## config.mk

```make
export PLATFORM = sky130hd
export DESIGN_NAME = cache_ctrl
export DESIGN_NICKNAME = d
export VERILOG_FILES = /design/src/rtl/cache_ctrl_pkg.sv /design/src/rtl/cache_ctrl_sat_counter.sv /design/src/rtl/cache_ctrl.sv
export SDC_FILE = /design/constraint.sdc
export NUM_CORES = 1
export LEC_CHECK = 0
export ABC_AREA = 1
export BUFFER_PORTS_ARGS = -buffer_cell sky130_fd_sc_hd__buf_4
export CAP_MARGIN = 5
export CELL_PAD_IN_SITES_DETAIL_PLACEMENT = 0
export CELL_PAD_IN_SITES_GLOBAL_PLACEMENT = 1
export CORE_ASPECT_RATIO = 1.75
export CORE_UTILIZATION = 31
export CTS_CLUSTER_SIZE = 10
export DETAILED_ROUTE_END_ITERATION = 16
export MAX_ROUTING_LAYER = met4
export PLACE_DENSITY = 0.85
export SLEW_MARGIN = 20
export SYNTH_ARGS = -nofsm -noshare
export SYNTH_HDL_FRONTEND = slang
export SYNTH_SLANG_ARGS = --single-unit
```

## constraint.sdc

```tcl
create_clock -name clk -period 3.2 [get_ports clk]
set_input_delay 0.8 -clock clk [delete_from_list [all_inputs] [get_ports clk]]
set_output_delay 0.8 -clock clk [all_outputs]
set_load 0.005 [all_outputs]
```

## src/rtl/cache_ctrl_pkg.sv

```systemverilog
`default_nettype none
// +--------------------------------------------------------------------+
// | cache_ctrl_pkg : controller state type and default cache geometry   |
// | Rev 1.0                                                             |
// +--------------------------------------------------------------------+
package cache_ctrl_pkg;

  localparam int DEF_ADDR_WIDTH   = 16;
  localparam int DEF_INDEX_LENGTH = 4;
  localparam int DEF_CACHE_LINES  = 16;
  localparam int DEF_DATA_WIDTH   = 32;
  localparam int DEF_CNT_WIDTH    = 16;

  typedef enum logic [2:0] {
    ST_FLUSH   = 3'd0,
    ST_IDLE    = 3'd1,
    ST_LOOKUP  = 3'd2,
    ST_MEM_REQ = 3'd3,
    ST_FILL    = 3'd4,
    ST_RESPOND = 3'd5
  } state_e;

endpackage
`default_nettype wire

```

## src/rtl/cache_ctrl_sat_counter.sv

```systemverilog
`default_nettype none
// +--------------------------------------------------------------------+
// | cache_ctrl_sat_counter : up-counter that sticks at all-ones         |
// | Rev 1.0                                                             |
// +--------------------------------------------------------------------+
module cache_ctrl_sat_counter #(
  parameter int WIDTH = 16
) (
  input  logic             clk,
  input  logic             rst,
  input  logic             inc_i,
  output logic [WIDTH-1:0] count_o
);

  logic [WIDTH-1:0] count_q;

  always_ff @(posedge clk or posedge rst) begin
    if (rst) begin
      count_q <= '0;
    end else if (inc_i && (count_q != {WIDTH{1'b1}})) begin
      count_q <= count_q + WIDTH'(1);
    end
  end

  assign count_o = count_q;

endmodule
`default_nettype wire

```

## src/rtl/cache_ctrl.sv

```systemverilog
`default_nettype none
// +--------------------------------------------------------------------+
// | cache_ctrl : direct-mapped cache sequencer with refill and flush    |
// | Rev 1.0                                                             |
// +--------------------------------------------------------------------+
module cache_ctrl
  import cache_ctrl_pkg::*;
#(
  parameter int ADDR_WIDTH   = DEF_ADDR_WIDTH,
  parameter int INDEX_LENGTH = DEF_INDEX_LENGTH,
  parameter int CACHE_LINES  = DEF_CACHE_LINES,
  parameter int DATA_WIDTH   = DEF_DATA_WIDTH,
  parameter int CNT_WIDTH    = DEF_CNT_WIDTH
) (
  input  logic                           clk,
  input  logic                           rst,
  input  logic                           flush_i,
  input  logic                           cpu_req_i,
  input  logic [ADDR_WIDTH-1:0]          cpu_addr_i,
  output logic                           cpu_ready_o,
  output logic [DATA_WIDTH-1:0]          cpu_data_o,
  output logic                           busy_o,
  output logic [INDEX_LENGTH-1:0]        ram_index_o,
  input  logic                           ram_valid_i,
  input  logic [ADDR_WIDTH-INDEX_LENGTH-1:0] ram_tag_i,
  input  logic [DATA_WIDTH-1:0]          ram_data_i,
  output logic                           valid_we_o,
  output logic                           valid_wd_o,
  output logic                           tag_we_o,
  output logic [ADDR_WIDTH-INDEX_LENGTH-1:0] ram_tag_o,
  output logic                           data_we_o,
  output logic [DATA_WIDTH-1:0]          ram_data_o,
  output logic                           mem_req_o,
  output logic [ADDR_WIDTH-1:0]          mem_addr_o,
  input  logic                           mem_ack_i,
  input  logic [DATA_WIDTH-1:0]          mem_data_i,
  output logic [CNT_WIDTH-1:0]           hit_cnt_o,
  output logic [CNT_WIDTH-1:0]           miss_cnt_o
);

  localparam logic [INDEX_LENGTH:0] LAST_CNT = (INDEX_LENGTH+1)'(CACHE_LINES);

  state_e                  state_q;
  logic [INDEX_LENGTH:0]   flush_cnt_q;
  logic [INDEX_LENGTH-1:0] flush_idx_q;
  logic [ADDR_WIDTH-1:0]   addr_q;
  logic [DATA_WIDTH-1:0]   data_q;
  logic                    flush_pend_q;
  logic                    mem_req_q;
  logic                    cpu_ready_q;
  logic                    valid_we_q;
  logic                    valid_wd_q;
  logic                    fill_we_q;

  logic lookup_hit;
  logic hit_inc;
  logic miss_inc;

  assign lookup_hit = ram_valid_i && (ram_tag_i == addr_q[ADDR_WIDTH-1:INDEX_LENGTH]);
  assign hit_inc    = (state_q == ST_LOOKUP) && lookup_hit;
  assign miss_inc   = (state_q == ST_LOOKUP) && !lookup_hit;

  always_ff @(posedge clk or posedge rst) begin
    if (rst) begin
      state_q      <= ST_FLUSH;
      flush_cnt_q  <= '0;
      flush_idx_q  <= '0;
      addr_q       <= '0;
      data_q       <= '0;
      flush_pend_q <= 1'b0;
      mem_req_q    <= 1'b0;
      cpu_ready_q  <= 1'b0;
      valid_we_q   <= 1'b0;
      valid_wd_q   <= 1'b0;
      fill_we_q    <= 1'b0;
    end else begin
      valid_we_q  <= 1'b0;
      valid_wd_q  <= 1'b0;
      fill_we_q   <= 1'b0;
      cpu_ready_q <= 1'b0;
      // A flush seen mid-transaction is deferred until the CPU has its data
      if (flush_i && (state_q != ST_IDLE) && (state_q != ST_FLUSH)) begin
        flush_pend_q <= 1'b1;
      end
      case (state_q)
        ST_FLUSH: begin
          if (flush_cnt_q == LAST_CNT) begin
            state_q <= ST_IDLE;
          end else begin
            valid_we_q  <= 1'b1;
            flush_idx_q <= flush_cnt_q[INDEX_LENGTH-1:0];
            flush_cnt_q <= flush_cnt_q + (INDEX_LENGTH+1)'(1);
          end
        end
        ST_IDLE: begin
          if (flush_i || flush_pend_q) begin
            state_q      <= ST_FLUSH;
            flush_cnt_q  <= '0;
            flush_pend_q <= 1'b0;
          end else if (cpu_req_i) begin
            addr_q  <= cpu_addr_i;
            state_q <= ST_LOOKUP;
          end
        end
        ST_LOOKUP: begin
          if (lookup_hit) begin
            data_q      <= ram_data_i;
            cpu_ready_q <= 1'b1;
            state_q     <= ST_RESPOND;
          end else begin
            mem_req_q <= 1'b1;
            state_q   <= ST_MEM_REQ;
          end
        end
        ST_MEM_REQ: begin
          if (mem_ack_i) begin
            data_q     <= mem_data_i;
            mem_req_q  <= 1'b0;
            valid_we_q <= 1'b1;
            valid_wd_q <= 1'b1;
            fill_we_q  <= 1'b1;
            state_q    <= ST_FILL;
          end
        end
        ST_FILL: begin
          cpu_ready_q <= 1'b1;
          state_q     <= ST_RESPOND;
        end
        ST_RESPOND: begin
          state_q <= ST_IDLE;
        end
        default: begin
          state_q <= ST_FLUSH;
        end
      endcase
    end
  end

  assign busy_o      = (state_q != ST_IDLE);
  assign ram_index_o = (state_q == ST_FLUSH) ? flush_idx_q : addr_q[INDEX_LENGTH-1:0];
  assign valid_we_o  = valid_we_q;
  assign valid_wd_o  = valid_wd_q;
  assign tag_we_o    = fill_we_q;
  assign data_we_o   = fill_we_q;
  assign ram_tag_o   = addr_q[ADDR_WIDTH-1:INDEX_LENGTH];
  assign ram_data_o  = data_q;
  assign cpu_data_o  = data_q;
  assign cpu_ready_o = cpu_ready_q;
  assign mem_req_o   = mem_req_q;
  assign mem_addr_o  = addr_q;

  cache_ctrl_sat_counter #(.WIDTH(CNT_WIDTH)) u_hit_cnt (
    .clk     (clk),
    .rst     (rst),
    .inc_i   (hit_inc),
    .count_o (hit_cnt_o)
  );

  cache_ctrl_sat_counter #(.WIDTH(CNT_WIDTH)) u_miss_cnt (
    .clk     (clk),
    .rst     (rst),
    .inc_i   (miss_inc),
    .count_o (miss_cnt_o)
  );

endmodule
`default_nettype wire

```

==> flow_metrics.env, run 1 <==
export IMPL_r2r_slack_ps=810
export IMPL_layout_drive_gt1_share_pct=30.6
export IMPL_synth_edf_count=0
export IMPL_cts_root_buf="clkbuf_16"
export IMPL_syn_nets=927
export IMPL_hold_buffers=0
export IMPL_hold_path_class="in -> async"
export IMPL_synth_fa_ha_area_share_pct=0.830
export IMPL_cts_resized=0
export IMPL_synth_seq_area_share_pct=40.3
export IMPL_finalNetCount=1107
export IMPL_power_leakage_nw=4.30
export IMPL_io_buffers=232
export IMPL_syn_area_mm2=0.00603
export IMPL_diodes=0
export IMPL_drv_cap=0
export IMPL_start_util_pct=31.5
export IMPL_run_status="finished, final reports clean"
export IMPL_fin_tns_setup_ps=0
export IMPL_synthCells=825
export IMPL_dp_slack_ps=716
export IMPL_setup_ws_ps=593
export IMPL_synthSimpleGateAreaFrac_pct=35.8
export IMPL_ctsHtreeMaxLevel=3
export IMPL_dr_pass1_iters=4
export IMPL_antenna_found_initial=0
export IMPL_max_vdd_ir_drop_uv=257
export IMPL_avgViaCountPerCell=4.51
export IMPL_finalSetupViolations=0
export IMPL_synth_top_family_by_area="simple AND/OR/NAND/NOR gates"
export IMPL_slew_headroom_pct=59.5
export IMPL_post_route_drc_count=0
export IMPL_rsz0062_at_grt="no"
export IMPL_cp_start_kind="flop"
export IMPL_postCtsSetupBuffers=0
export IMPL_timing_final_crit_period_ps=2610
export IMPL_drv_slew=0
export IMPL_vias=5643
export IMPL_finalHoldViolCount=0
export IMPL_cts_tree="yes"
export IMPL_wirelength_um=16500
export IMPL_clkSlewWorstSetupHoldPaths_ps=70
export IMPL_grt_usage_pct=17.3
export IMPL_layoutNonFillerInstCount=1251
export IMPL_fmax_mhz=384
export IMPL_hold_ws_ps=488
export IMPL_dieHeight_um=186
export IMPL_ys_seq_elements=97
export IMPL_synth_main_ff_cell="dfrtp_1"
export IMPL_cts_buffer_depth=2
export IMPL_synth_cell_type_count=35
export IMPL_grt_pass1_wl_um=26600
export IMPL_coreArea_mm2=0.0191
export IMPL_required_ps=2400
export IMPL_drtIter0Drc=226
export IMPL_power_density_mw_per_mm2=626
export IMPL_cp_end_kind="output pin"
export IMPL_clock_latency_ps=340
export IMPL_rows=67
export IMPL_fin_skew_ps=7.93
export IMPL_dp_cells=1235
export IMPL_arrival_ps=1810
export IMPL_wl_per_cell_um=13.2
export IMPL_clock_sinks=97
export IMPL_ys_async_sr_fraction_pct=100
export IMPL_synth_top_area_share_pct=40.3
export IMPL_synth_warnings=0
export IMPL_grt_pass1_vias=5466
export IMPL_worst_pin_slew_ps=605
export IMPL_boundaryPins=233
export IMPL_synthTopCellsByArea="dfrtp_1 (40%), nand2_1 (20%), buf_4 (5.9%)"
export IMPL_grt_max_degree=57
export IMPL_cts_buffers=9
export IMPL_syn_to_final_growth_pct=31.6
export IMPL_synth_compound_area_share_pct=4.46
export IMPL_gp_congestion=0.856
export IMPL_gr_total_overflow=0
export IMPL_crit_fanout=6
export IMPL_final_antenna_net_count=0
export IMPL_syn_area_per_cell_um2=7.31
export IMPL_synth_most_common_cell="nand2_1"
export IMPL_fin_crit_sh_pct=81.5
export IMPL_floorplan_die_area_mm2=0.0200
export IMPL_synth_mux_area_share_pct=0.934
export IMPL_dieWidth_um=107
export IMPL_ys_top_cells_by_count="nand2_1 (316), dfrtp_1 (97), inv_1 (76), nand3_1 (65), nor2_1 (57)"
export IMPL_yosys_area_top_type="dfrtp_1"
export IMPL_dp_hpwl_um=12900
export IMPL_synthXorXnorAreaFrac_pct=4.19
export IMPL_crit_type="reg -> out"
flip-flops by register name, indices dropped and copies added (netlist names), 3 cells and up:
register and count:
cpu_data_o 32, flush_cnt_q 5, flush_idx_q 4, mem_addr_o 16, state_q 3, u_hit_cnt.count_o 16, u_miss_cnt.count_o 16
metrics by stage:
stage	util [%]	power, W	instance area [um^2]
global placement	39.9	0.00386	7620
global route	41.5	0.00535	7930
finish	41.5	0.00497	7930
CTS	41.5	0.00505	7930
detailed placement	39.9	0.00388	7620
floorplan	-	0.00305	6030
routing by layer:
| metal | vias up | track usage, % | wire length [um] |
|---|---|---|---|
| li1 | 2875 | - | - |
| met1 | 2589 | 18.0 | 6380 |
| met2 | 163 | 33.0 | 9310 |
| met3 | 16 | 2.34 | 622 |
| met4 | 0 | 4.85 | 231 |
| met5 | - | - | 0 |
layout by cell type, fill, tap and decap left out, drive strengths merged:
master	n
nand3b	2
mux2	5
nand2	328
a21oi	14
ha	4
nand4	15
xor2	14
buf	238
o21ai	26
nor2	68
dfrtp	97
nor3	13
clkbuf	9
a31o	1
inv	83
clkinvlp	2
clkinv	3
bufinv	1
o21bai	1
and2	3
nand3	69
xnor2	14
logic make-up after synthesis:
| group | count (synthesis) |
|---|---|
| XOR/XNOR | 28 |
| flip-flops | 97 |
| AND/OR/NAND/NOR | 498 |
| AO/OA/AOI/OAI | 42 |
| adder cells (fa/ha/maj) | 4 |
| buffers and inverters | 151 |
| multiplexers | 5 |
path summary, 6_finish.rpt:
check / from / to / cells after the start
hold / removal: rst / u_hit_cnt.count_o[1] / 2
hold reg to reg: flush_idx_q[1] / flush_idx_q[1] / 2
min in group clk: flush_idx_q[1] / flush_idx_q[1] / 2
setup reg to reg: state_q[2] / cpu_data_o[23] / 10
max in group asynchronous: rst / mem_addr_o[12] / 3
setup / recovery: state_q[0] / ram_index_o[0] / 6
where the power goes:
part	internal (W)	switching, W	total, W
clock network	0.000621	0.000523	0.00114
registers	0.00153	0.000316	0.00185
logic	0.00102	0.000958	0.00198
area by class of cell:
class	count	area [um^2]
fillers	2042	11200
multi-input cells	577	2780
flip-flops and latches	97	2430
repair buffers	238	1800
inverters	82	312
well taps	241	302
clock buffers	9	225
clock inverters	7	83.8
worst max-delay path, stage by stage (launching register included):
cell     delay, ps
dfrtp_1        390
inv_1           90
nand2_2         80
nor2_1         280
inv_1          210
o21ai_0        270
buf_4          160
(Power assumes the default switching activity.)
==> inputs of run 2 (changes only) <==
==> constraint.sdc (replaced) <==
create_clock -name clk -period 2.23 [get_ports clk]
set_input_delay 0.5575 -clock clk [delete_from_list [all_inputs] [get_ports clk]]
set_output_delay 0.5575 -clock clk [all_outputs]
set_load 0.005 [all_outputs]
==> flow_metrics.env, run 2 (synthesis gave the netlist of run 1 again) <==
export IMPL_power_leakage_nw=4.36
export IMPL_boundaryPins=233
export IMPL_cts_resized=0
export IMPL_vias=5726
export IMPL_grt_max_degree=98
export IMPL_grt_pass1_wl_um=26900
export IMPL_dr_pass1_iters=4
export IMPL_cts_buffer_depth=2
export IMPL_fin_tns_setup_ps=0
export IMPL_switching_power_w=0.00255
export IMPL_swShare_pct=35.2
export IMPL_io_buffers=232
export IMPL_cts_root_buf="clkbuf_16"
export IMPL_post_route_drc_count=0
export IMPL_fmax_mhz=484
export IMPL_final_antenna_net_count=0
export IMPL_fin_crit_sh_pct=92.7
export IMPL_grt_usage_pct=17.3
export IMPL_power_density_mw_per_mm2=901
export IMPL_worst_pin_slew_ps=602
export IMPL_wl_per_cell_um=13.2
export IMPL_drv_slew=0
export IMPL_cp_start_kind="flop"
export IMPL_wirelength_um=16700
export IMPL_dp_slack_ps=255
export IMPL_p_seq_share_pct=36.5
export IMPL_fin_skew_ps=10.8
export IMPL_layout_drive_gt1_share_pct=31.2
export IMPL_cts_buffers=9
export IMPL_ctsHtreeMaxLevel=3
export IMPL_pwr_share_comb_pct=40.0
export IMPL_floorplan_die_area_mm2=0.0200
export IMPL_diodes=0
export IMPL_arrival_ps=1510
export IMPL_max_vdd_ir_drop_uv=455
export IMPL_finalHoldViolCount=0
export IMPL_clock_latency_ps=340
export IMPL_setup_ws_ps=164
export IMPL_finalSetupViolations=0
export IMPL_p_int_w=0.00469
export IMPL_clock_sinks=97
export IMPL_hold_path_class="in -> async"
export IMPL_crit_type="reg -> out"
export IMPL_postCtsSetupBuffers=0
export IMPL_rsz0062_at_grt="no"
export IMPL_grt_pass1_vias=5630
export IMPL_clkSlewWorstSetupHoldPaths_ps=70
export IMPL_drv_cap=0
export IMPL_dieWidth_um=107
export IMPL_avgViaCountPerCell=4.54
export IMPL_gp_congestion=0.849
export IMPL_mostFrequentLayoutCell="nand2_1"
export IMPL_cts_tree="yes"
export IMPL_crit_fanout=6
export IMPL_cp_end_kind="output pin"
export IMPL_final_cell_mix="nand2_1 (316), buf_4 (245), dfrtp_1 (97), inv_1 (75), nand3_1 (65)"
export IMPL_dp_hpwl_um=12900
export IMPL_slew_headroom_pct=59.6
export IMPL_antenna_found_initial=0
export IMPL_dieHeight_um=186
export IMPL_drtIter0Drc=186
export IMPL_clockPowerShare_pct=23.5
export IMPL_timing_final_crit_period_ps=2070
export IMPL_hold_buffers=0
export IMPL_rows=67
export IMPL_syn_to_final_growth_pct=33.4
export IMPL_run_status="finished, final reports clean"
export IMPL_largest_reg_flops=32
export IMPL_start_util_pct=31.5
export IMPL_gr_total_overflow=0
export IMPL_coreArea_mm2=0.0191
export IMPL_finalNetCount=1117
export IMPL_required_ps=1670
-- run 2: worst max-delay path, stage by stage, from the launching register on --
cell and delay [ps]:
dfrtp_1 390, inv_1 90, nand2_2 80, nor2_1 140
inv_1 150, o21ai_0 190, buf_4 140
-- run 2: layout make-up --
cell class | instances | area, um^2
fillers | 2032 | 11100
multi-input cells | 577 | 2780
flip-flops and latches | 97 | 2430
repair buffers | 248 | 1900
inverters | 82 | 312
well taps | 241 | 302
clock buffers | 9 | 225
clock inverters | 6 | 90.1
-- run 2: metal layers --
metal	share of wire, %	wire length [um]	vias to the layer above	global-route usage [%]
met5	0	0	-	-
met4	1.6	271	0	4.95
met3	3.8	636	18	1.96
met2	56	9370	165	33.1
met1	38	6370	2659	18.2
li1	-	-	2884	-
-- run 2: power groups by stage --
| stage | clock [W] | combinational [W] | sequential [W] |
|---|---|---|---|
| 5_1_grt | 0.00181 | 0.00323 | 0.00271 |
| 4_1_cts | 0.00175 | 0.00294 | 0.00266 |
| 6_report | 0.00170 | 0.00289 | 0.00265 |
| 3_5_place_dp | 0 | 0.00294 | 0.00268 |
| 2_1_floorplan | 0 | 0.00177 | 0.00260 |
| 3_3_place_gp | 0 | 0.00290 | 0.00267 |
-- run 2: final timing paths --
kind,depth (start not counted),end,start,slack (ps)
min in group clk,2,mem_addr_o[2],cpu_addr_i[2],450
max in group asynchronous,3,cpu_data_o[9],rst,1450
min reg2reg,2,flush_idx_q[1],flush_idx_q[1],500
max,6,ram_index_o[0],state_q[0],160
max reg2reg,10,u_miss_cnt.count_o[7],u_miss_cnt.count_o[1],320
min,3,u_hit_cnt.count_o[10],rst,360
-- run 2: through the flow --
stage / cells / utilization, % / hold slack, ps / instance area (um^2) / power [W]
finish: 1260 / 42.1 / 364 / 8040 / 0.00724
global route: 1260 / 42.1 / 408 / 8040 / 0.00775
CTS: 1260 / 42.1 / 392 / 8040 / 0.00735
detailed placement: 1245 / 40.4 / 483 / 7720 / 0.00562
global placement: 1245 / 40.4 / 466 / 7720 / 0.00557
floorplan: 825 / - / 453 / 6030 / 0.00438
